===== src/rtl/dmem_arb_pkg.sv =====
// Shared types and default sizes for the data-memory port arbiter.
// Optional statistics counters are enabled with the DMEM_ARB_STATS_EN macro.
package dmem_arb_pkg;

   localparam int ADDR_W_DEF     = 15;
   localparam int DATA_W_DEF     = 32;
   localparam int RD_LAT_DEF     = 1;
   localparam int STARVE_LIM_DEF = 4;
   localparam int STAT_W         = 16;

   // Arbiter sequencing: free to issue, or waiting on the single outstanding read.
   typedef enum logic {
      IDLE    = 1'b0,
      WAIT_RD = 1'b1
   } arb_state_e;

   // Which requester owns the outstanding read.
   typedef enum logic {
      OWN_CPU  = 1'b0,
      OWN_HOST = 1'b1
   } owner_e;

   // Saturating increment used by the statistics counters.
   function automatic logic [STAT_W-1:0] sat_inc(input logic [STAT_W-1:0] value);
      return (value == {STAT_W{1'b1}}) ? value : value + 1'b1;
   endfunction

endpackage


===== src/rtl/dmem_arb_starve_ctr.sv =====
// Host starvation counter: counts CPU grants taken while the host waits and
// raises force_host once the limit is reached so the host wins the next issue.
module dmem_arb_starve_ctr
   import dmem_arb_pkg::*;
#(
   parameter int STARVE_LIM = STARVE_LIM_DEF
) (
   input  logic clk,
   input  logic rst,
   input  logic host_req,
   input  logic cpu_gnt,
   input  logic host_gnt,
   output logic force_host
);

   localparam int CNT_W = (STARVE_LIM < 1) ? 1 : $clog2(STARVE_LIM + 1);

   logic [CNT_W-1:0] cnt_q;

   // Count CPU grants while the host is waiting; any host grant or host idle clears.
   // NOTE: sequential state uses non-blocking assignments so every flop samples pre-edge values.
   always_ff @(posedge clk or posedge rst) begin
      if (rst) begin
         cnt_q <= '0;
      end else if (host_gnt || !host_req) begin
         cnt_q <= '0;
      end else if (cpu_gnt && (cnt_q != CNT_W'(STARVE_LIM))) begin
         cnt_q <= cnt_q + 1'b1;
      end
   end

   assign force_host = (cnt_q == CNT_W'(STARVE_LIM));

endmodule


===== src/rtl/dmem_port_arbiter.sv =====
// Arbiter sharing the single-port data memory between the CPU load/store path
// and a host loader. One access per cycle, one outstanding read, CPU priority
// with host anti-starvation. Define DMEM_ARB_STATS_EN to add grant/stall counters.
module dmem_port_arbiter
   import dmem_arb_pkg::*;
#(
   parameter int ADDR_W     = ADDR_W_DEF,
   parameter int DATA_W     = DATA_W_DEF,
   parameter int RD_LAT     = RD_LAT_DEF,
   parameter int STARVE_LIM = STARVE_LIM_DEF
) (
   input  logic              clk,
   input  logic              rst,
   input  logic              cpu_req,
   input  logic              cpu_we,
   input  logic [ADDR_W-1:0] cpu_addr,
   input  logic [DATA_W-1:0] cpu_wdata,
   output logic              cpu_gnt,
   output logic              cpu_rvalid,
   output logic [DATA_W-1:0] cpu_rdata,
   output logic              cpu_stall,
   input  logic              host_req,
   input  logic              host_we,
   input  logic [ADDR_W-1:0] host_addr,
   input  logic [DATA_W-1:0] host_wdata,
   output logic              host_gnt,
   output logic              host_rvalid,
   output logic [DATA_W-1:0] host_rdata,
   output logic              mem_en,
   output logic              mem_we,
   output logic [ADDR_W-1:0] mem_addr,
   output logic [DATA_W-1:0] mem_wdata,
   input  logic [DATA_W-1:0] mem_rdata
`ifdef DMEM_ARB_STATS_EN
   ,
   output logic [STAT_W-1:0] cpu_grant_cnt,
   output logic [STAT_W-1:0] host_grant_cnt,
   output logic [STAT_W-1:0] stall_cycle_cnt
`endif
);

   localparam int LAT_W = $clog2(RD_LAT + 1);

   arb_state_e        state_q, state_d;
   owner_e            owner_q, owner_d;
   logic [LAT_W-1:0]  lat_q, lat_d;
   logic              force_host;
   logic              host_win;
   logic              cpu_win;
   logic              rd_done;
   logic [DATA_W-1:0] cpu_rdata_q;
   logic [DATA_W-1:0] host_rdata_q;

   dmem_arb_starve_ctr #(
      .STARVE_LIM (STARVE_LIM)
   ) u_starve_ctr (
      .clk        (clk),
      .rst        (rst),
      .host_req   (host_req),
      .cpu_gnt    (cpu_gnt),
      .host_gnt   (host_gnt),
      .force_host (force_host)
   );

   // CPU wins ties unless the host has waited through STARVE_LIM CPU grants.
   assign host_win = host_req & (~cpu_req | force_host);
   assign cpu_win  = cpu_req & ~host_win;

   // FSM state, read owner and read-latency counter.
   always_ff @(posedge clk or posedge rst) begin
      if (rst) begin
         state_q <= IDLE;
         owner_q <= OWN_CPU;
         lat_q   <= '0;
      end else begin
         state_q <= state_d;
         owner_q <= owner_d;
         lat_q   <= lat_d;
      end
   end

   // Next state, issue muxing, grant/rvalid pulses and stall; all quiet during reset.
   // NOTE: every output of this block gets a default first so no latch can be inferred.
   always_comb begin
      state_d     = state_q;
      owner_d     = owner_q;
      lat_d       = lat_q;
      cpu_gnt     = 1'b0;
      host_gnt    = 1'b0;
      mem_en      = 1'b0;
      mem_we      = 1'b0;
      mem_addr    = '0;
      mem_wdata   = '0;
      rd_done     = 1'b0;
      cpu_rvalid  = 1'b0;
      host_rvalid = 1'b0;
      cpu_stall   = 1'b0;
      if (!rst) begin
         case (state_q)
            IDLE: begin
               if (host_win) begin
                  host_gnt  = 1'b1;
                  mem_en    = 1'b1;
                  mem_we    = host_we;
                  mem_addr  = host_addr;
                  mem_wdata = host_wdata;
                  if (!host_we) begin
                     state_d = WAIT_RD;
                     owner_d = OWN_HOST;
                     lat_d   = LAT_W'(1);
                  end
               end else if (cpu_win) begin
                  cpu_gnt   = 1'b1;
                  mem_en    = 1'b1;
                  mem_we    = cpu_we;
                  mem_addr  = cpu_addr;
                  mem_wdata = cpu_wdata;
                  if (!cpu_we) begin
                     state_d = WAIT_RD;
                     owner_d = OWN_CPU;
                     lat_d   = LAT_W'(1);
                  end
               end
            end
            WAIT_RD: begin
               // lat_q counts cycles since the grant; data arrives after RD_LAT of them.
               if (lat_q == LAT_W'(RD_LAT)) begin
                  rd_done = 1'b1;
                  state_d = IDLE;
                  lat_d   = '0;
               end else begin
                  lat_d = lat_q + 1'b1;
               end
            end
            default: state_d = IDLE;
         endcase
         cpu_rvalid  = rd_done & (owner_q == OWN_CPU);
         host_rvalid = rd_done & (owner_q == OWN_HOST);
         // A CPU read stalls from its grant cycle until (not including) its rvalid cycle.
         cpu_stall = (cpu_req & ~cpu_gnt)
                   | (cpu_gnt & ~cpu_we)
                   | ((state_q == WAIT_RD) & (owner_q == OWN_CPU) & ~cpu_rvalid);
      end
   end

   // Capture read data on each owner's rvalid and hold it until the next one.
   always_ff @(posedge clk or posedge rst) begin
      if (rst) begin
         cpu_rdata_q  <= '0;
         host_rdata_q <= '0;
      end else begin
         if (cpu_rvalid)  cpu_rdata_q  <= mem_rdata;
         if (host_rvalid) host_rdata_q <= mem_rdata;
      end
   end

   // Present memory data directly on the rvalid cycle, then the held copy.
   assign cpu_rdata  = cpu_rvalid  ? mem_rdata : cpu_rdata_q;
   assign host_rdata = host_rvalid ? mem_rdata : host_rdata_q;

`ifdef DMEM_ARB_STATS_EN
   // Saturating grant and stall statistics.
   always_ff @(posedge clk or posedge rst) begin
      if (rst) begin
         cpu_grant_cnt   <= '0;
         host_grant_cnt  <= '0;
         stall_cycle_cnt <= '0;
      end else begin
         if (cpu_gnt)   cpu_grant_cnt   <= sat_inc(cpu_grant_cnt);
         if (host_gnt)  host_grant_cnt  <= sat_inc(host_grant_cnt);
         if (cpu_stall) stall_cycle_cnt <= sat_inc(stall_cycle_cnt);
      end
   end
`endif

endmodule


===== config.mk =====
export PLATFORM = sky130hd
export DESIGN_NAME = dmem_port_arbiter
export DESIGN_NICKNAME = d
export VERILOG_FILES = /design/src/rtl/dmem_arb_pkg.sv /design/src/rtl/dmem_arb_starve_ctr.sv /design/src/rtl/dmem_port_arbiter.sv
export SDC_FILE = /design/constraint.sdc
export NUM_CORES = 1
export LEC_CHECK = 0
export BUFFER_PORTS_ARGS = -buffer_cell sky130_fd_sc_hd__clkbuf_2
export CORE_MARGIN = 4
export CORE_UTILIZATION = 30
export CTS_BUF_LIST = sky130_fd_sc_hd__clkbuf_8
export DETAILED_ROUTE_END_ITERATION = 7
export HOLD_SLACK_MARGIN = 0.02
export SYNTH_ARGS = -nofsm -noshare
export SYNTH_HDL_FRONTEND = slang
export SYNTH_SLANG_ARGS = --single-unit
export TNS_END_PERCENT = 5

===== constraint.sdc =====
create_clock -name clk -period 4.7 [get_ports clk]
set_input_delay 1.41 -clock clk [delete_from_list [all_inputs] [get_ports clk]]
set_output_delay 1.41 -clock clk [all_outputs]
set_load 0.02 [all_outputs]

; ---- Word-level counts from Yosys, hierarchy flattened
; Index checks and enable logic that the tools add are counted.
[totals]
ff_bits = 70
latchBits = 0
ram_bits = 0
rom_bits = 0
elab_cells = 89
mem_count = 0
[op_classes]
add_sub_neg = 2
multipliers = 0
n_div = 0
order_cmp = 0
n_eq_ne = 7
n_shift = 0
mux = 48
bitwise = 19
reduce_logical = 7
[op_table]
columns = cell, n
row1 = $mux 32, 6
row2 = $mux 15, 4
row3 = $mux 1, 34
row4 = $ne 3x3->1 const B, 4
row5 = $and 1x1->1, 8
row6 = $not 1->1, 8
row7 = $mux 3, 2
row8 = $reduce_and 5->1, 1
row9 = $pmux 1 s2, 2
row10 = $reduce_and 4->1, 1
row11 = $reduce_bool 2->1, 2
row12 = $add 3x1->3 const B, 1
row13 = $eq 3x3->1 const B, 1
row14 = $or 1x1->1, 3
row15 = $ne 2x1->1 const B, 1
row16 = $ne 2x2->1 const B, 1
row17 = $add 1x1->1 const B, 1
row18 = $logic_and 1x1->1, 1
row19 = $logic_not 1->1, 1
row20 = $logic_or 1x1->1, 1

; ---- Depth between registers and ports, before layout
[depth]
ltp_word = 14
depth_mapped = 7
depth_no_buf = 5

; ---- Hierarchy
; From an unflattened synthesis, not the netlist that was laid out.
[hier_totals]
hier_cells = 242
area_unflattened_um2 = 3296.9
[modules_own_cells]
columns = module, instances, cells_each, area_per_inst_um2, seq_area_each_um2
row1 = dmem_port_arbiter, 1, 223, 3090.5, 1676.6
row2 = dmem_arb_starve_ctr, 1, 19, 206.4, 75.1

; ---- Worst setup path before layout
; Ideal clock, no wire load.
[synth_timing]
path_kind = input -> output
from = input rst
to = output cpu_stall
arrival_time_ps = 3385
required_ps = 3290
path_slack_ps = -95
cell_stages = 3
n_path_buf = 1
path_cell_list = buf_6 -> inv_1 -> o21a_1
[synth_between]
elab_chain_cells = 1
[synth_lines]
columns = element, line
row1 = from (decl), dmem_port_arbiter.sv:13  ; input logic rst,
row2 = $mux 1, dmem_port_arbiter.sv:98  ; if (!rst) begin
row3 = to (decl), dmem_port_arbiter.sv:21  ; output logic cpu_stall,
; No other way between the ends.

; ---- Worst setup path in the final report
[layout_timing]
from = input rst
to = output mem_wdata[26]
[layout_between]
elab_chain_cells = 1
[layout_lines]
columns = element, line
row1 = $mux 32, dmem_port_arbiter.sv:98
row2 = to (decl), dmem_port_arbiter.sv:32  ; output logic [DATA_W-1:0] mem_wdata,
; No other way between the ends.

==> metrics.txt <==
PostCTS Resize Cnt=0; core area=0.0115 mm^2; Slew @ Worst Pin=0.881 ns; DRT Wirelength=10200 um; Internal=1.88 mW; warnings from Yosys=0; Post-synth EDFFs=0; drt wl/cell=16.0 um; Worst-Skew Late Latency=0.34 ns; Die Y-Extent=116 um; critical path, cell by cell=clkbuf_2 -> nor2_1 -> and3_4 -> a22o_1 -> clkbuf_2; Overall Global Routing Usage=14.1%; relative max-transition margin=41.3%; crit path max fanout=48; initial DRC count=104; Std-Cell Rows=39; H-tree depth=3; final net count=626; Worst Hold Class=flip-flop to flip-flop; CTS buffer count=9; Yosys reg bits=70; Post-synth ARST share=100%; clock skew=0.0132 ns; first-pass GRT wire length=14900 um; post-layout min period=4.39 ns; Post-Syn Nets=380; peak supply drop=0.000399 V; buffer count from post-CTS setup fixing=0; # fillers=1099; die width=116 um; max incr delay on CP=0.58 ns; post-route ant nets=0; worst path bufs/invs=2; critical path class=primary input to output port; post-DR vias/cell=4.67; DIE AREA=0.0135 mm^2; CTS tree=yes; Cell Pwr Density=623 mW/mm^2; max_cap viols=0; DP HPWL=8010 um; ranking of synthesized cells by area=dfrtp_1 (50%), mux2_4 (12%), a22o_1 (12%), mux2_2 (11%), buf_6 (5.1%); main combinational cell family by area after synthesis=multiplexers; post-synthesis sequential area ratio=49.7%; Synth area leader=dfrtp_1; ant diodes=0; Fin. Hold Viols=0; Via Count=2987; largest net degree at the start of global routing=72; initial antenna violation count=0; Initial Utilization=30.7%; Worst EP arrival=2.98 ns; unrepaired setup endpoints after global routing=no; Boundary Pins=250; Placer Congestion=0.772; Worst-path clk slew=0.08 ns; leak pwr=2.75 nW; layout cells sized above 1=68.6%; crit end category=output port; compound-gate portion of the synthesized area=14.8%; Main synth FF type=dfrtp_1; final setup vio count=0; Pwr Total=3.14 mW; Overflow after GRT=0; Sw Pwr=1.27 mW; DRT Pass-1 Iters=4; multiplexer share of the synthesized area=23.5%; Synth Area per Inst=14.3 um^2; synthesized area=0.00352 mm^2; Layout Utilization=44.0%; adder-cell area share of the yosys netlist=0.710%; Port Buffers=249; Post-Synth Simple-Gate Area=4.54%; CP Launch Type=primary input; achievable frequency=228 MHz; area grow syn2layout=43.1%; Residual DRC=0; vias in the first global route=2965; Mapped Cells=246; Comb pwr share=51.3%; Worst EP required=3.29 ns; Flop pwr share=31.6%; Most common cell on crit path=clkbuf_2; setup TNS=0 ns; clock power share=17.1%; clk sinks=70; Netlist cell types=34; clk buf depth=2; Final Cycle Share=93.5%; clk root buf=clkbuf_8; worst setup margin=0.306 ns; Setup Slack @ Placement=0.335 ns; xor-xnor portion of the synthesized cell area=0.497%; critical path's slowest cell=and3_4; outcome=complete, no violations; Slew Limit Fails=0; Hold-fix buffers, CTS=0; switching share of power=40.3%; Crit path max-delay family=simple AND/OR/NAND/NOR gates; post-synth top area share=49.7%
## cell families (layout without fill, tap and decap cells)
kind of cell | count (synthesis) | count (layout)
AOI/OAI and AO/OA | 62 | 62
and+or+nand+nor | 21 | 21
buffers and inverters | 25 | 276
xor gates and xnor gates | 2 | 2
muxes | 64 | 64
adders and majority gates | 2 | 2
DFF | 70 | 70
## per-stage QoR
stage	hold WS, ns	area, um^2	instances
after global routing	0.508	5040	640
after detailed placement	0.477	4820	624
after CTS	0.498	5040	640
after global placement	0.478	4820	624
after floorplan	0.522	3530	246
final	0.495	5040	640
## final timing paths
kind / end / slack (ns) / start / cells past startpoint
worst max-delay path: mem_wdata[26] / 0.31 / rst / 5
worst min-delay path: host_rdata_q[3] / 0.49 / host_rdata_q[3] / 1
worst max register to register: host_rdata_q[31] / 2.94 / state_q / 4
worst min register to register: host_rdata_q[3] / 0.49 / host_rdata_q[3] / 1
max in group asynchronous: host_rdata_q[2] / 2.61 / rst / 3
min in group asynchronous: cpu_rdata_q[21] / 1.51 / rst / 3
## placed cells by master (no fill, tap or decap), types with 2 or more instances in the layout
cell type | netlist | final
mux2_4 | 29 | 29
nor3_2 | 2 | 2
buf_12 | 0 | 2
mux2_2 | 35 | 35
clkinvlp_4 | 0 | 2
clkbuf_8 | 0 | 9
nor3b_1 | 3 | 3
buf_4 | 1 | 3
o211ai_1 | 2 | 2
o21ai_0 | 2 | 2
ha_1 | 2 | 2
nand3_1 | 2 | 2
clkbuf_2 | 0 | 249
a22o_1 | 47 | 47
xnor2_1 | 2 | 2
a21boi_0 | 2 | 2
a21oi_1 | 3 | 3
nor3_1 | 4 | 4
clkinv_4 | 0 | 2
inv_1 | 6 | 6
dfrtp_1 | 70 | 70
bufinv_16 | 0 | 2
## cell usage after synthesis (2+ instances only)
master,n
nand3_1,2
buf_6,16
mux2_4,29
o211ai_1,2
dfrtp_1,70
inv_1,6
o21ai_0,2
xnor2_1,2
nor3_1,4
buf_2,2
ha_1,2
a21boi_0,2
a21oi_1,3
a22o_1,47
nor3_2,2
mux2_2,35
nor3b_1,3
## sequential cells by signal (all words and copies together), names as in the netlist
name                count
owner_q                 1
state_q                 1
cpu_rdata_q            32
lat_q                   1
host_rdata_q           32
u_starve_ctr.cnt_q      3
## layout make-up
class | count | area (um^2) | share of cell area (%)
flip-flops and latches | 70 | 1750 | 34.7
multi-input cells | 151 | 1560 | 30.9
repair buffers | 254 | 1310 | 25.9
well taps | 143 | 179 | 3.55
clock buffers | 9 | 124 | 2.46
clock inverters | 7 | 97.6 | 1.93
inverters | 6 | 26.3 | 0.521
## worst reg2reg max path: stages (launching register included)
cell	delay (ns)
dfrtp_1	0.52
and3b_2	0.32
nand2_4	0.16
buf_12	0.25
mux2_2	0.39
## metal layers
metal | share of wire [%] | global-route usage (%) | up-vias
met5 | 0 | 0 | -
met4 | 2.0 | 5.26 | 0
met3 | 12 | 5.34 | 12
met2 | 49 | 24.5 | 150
met1 | 38 | 15.8 | 1411
li1 | - | - | 1414
## power groups by stage
stage	logic (mW)	clock network (mW)	registers [mW]
6_report	1.61	0.539	0.993
5_1_grt	1.74	0.593	1.02
4_1_cts	1.64	0.562	0.995
3_5_place_dp	1.63	0	1.00
3_3_place_gp	1.62	0	0.994
2_1_floorplan	1.17	0	0.961
Note: power is estimated with default switching activity, not from simulation.
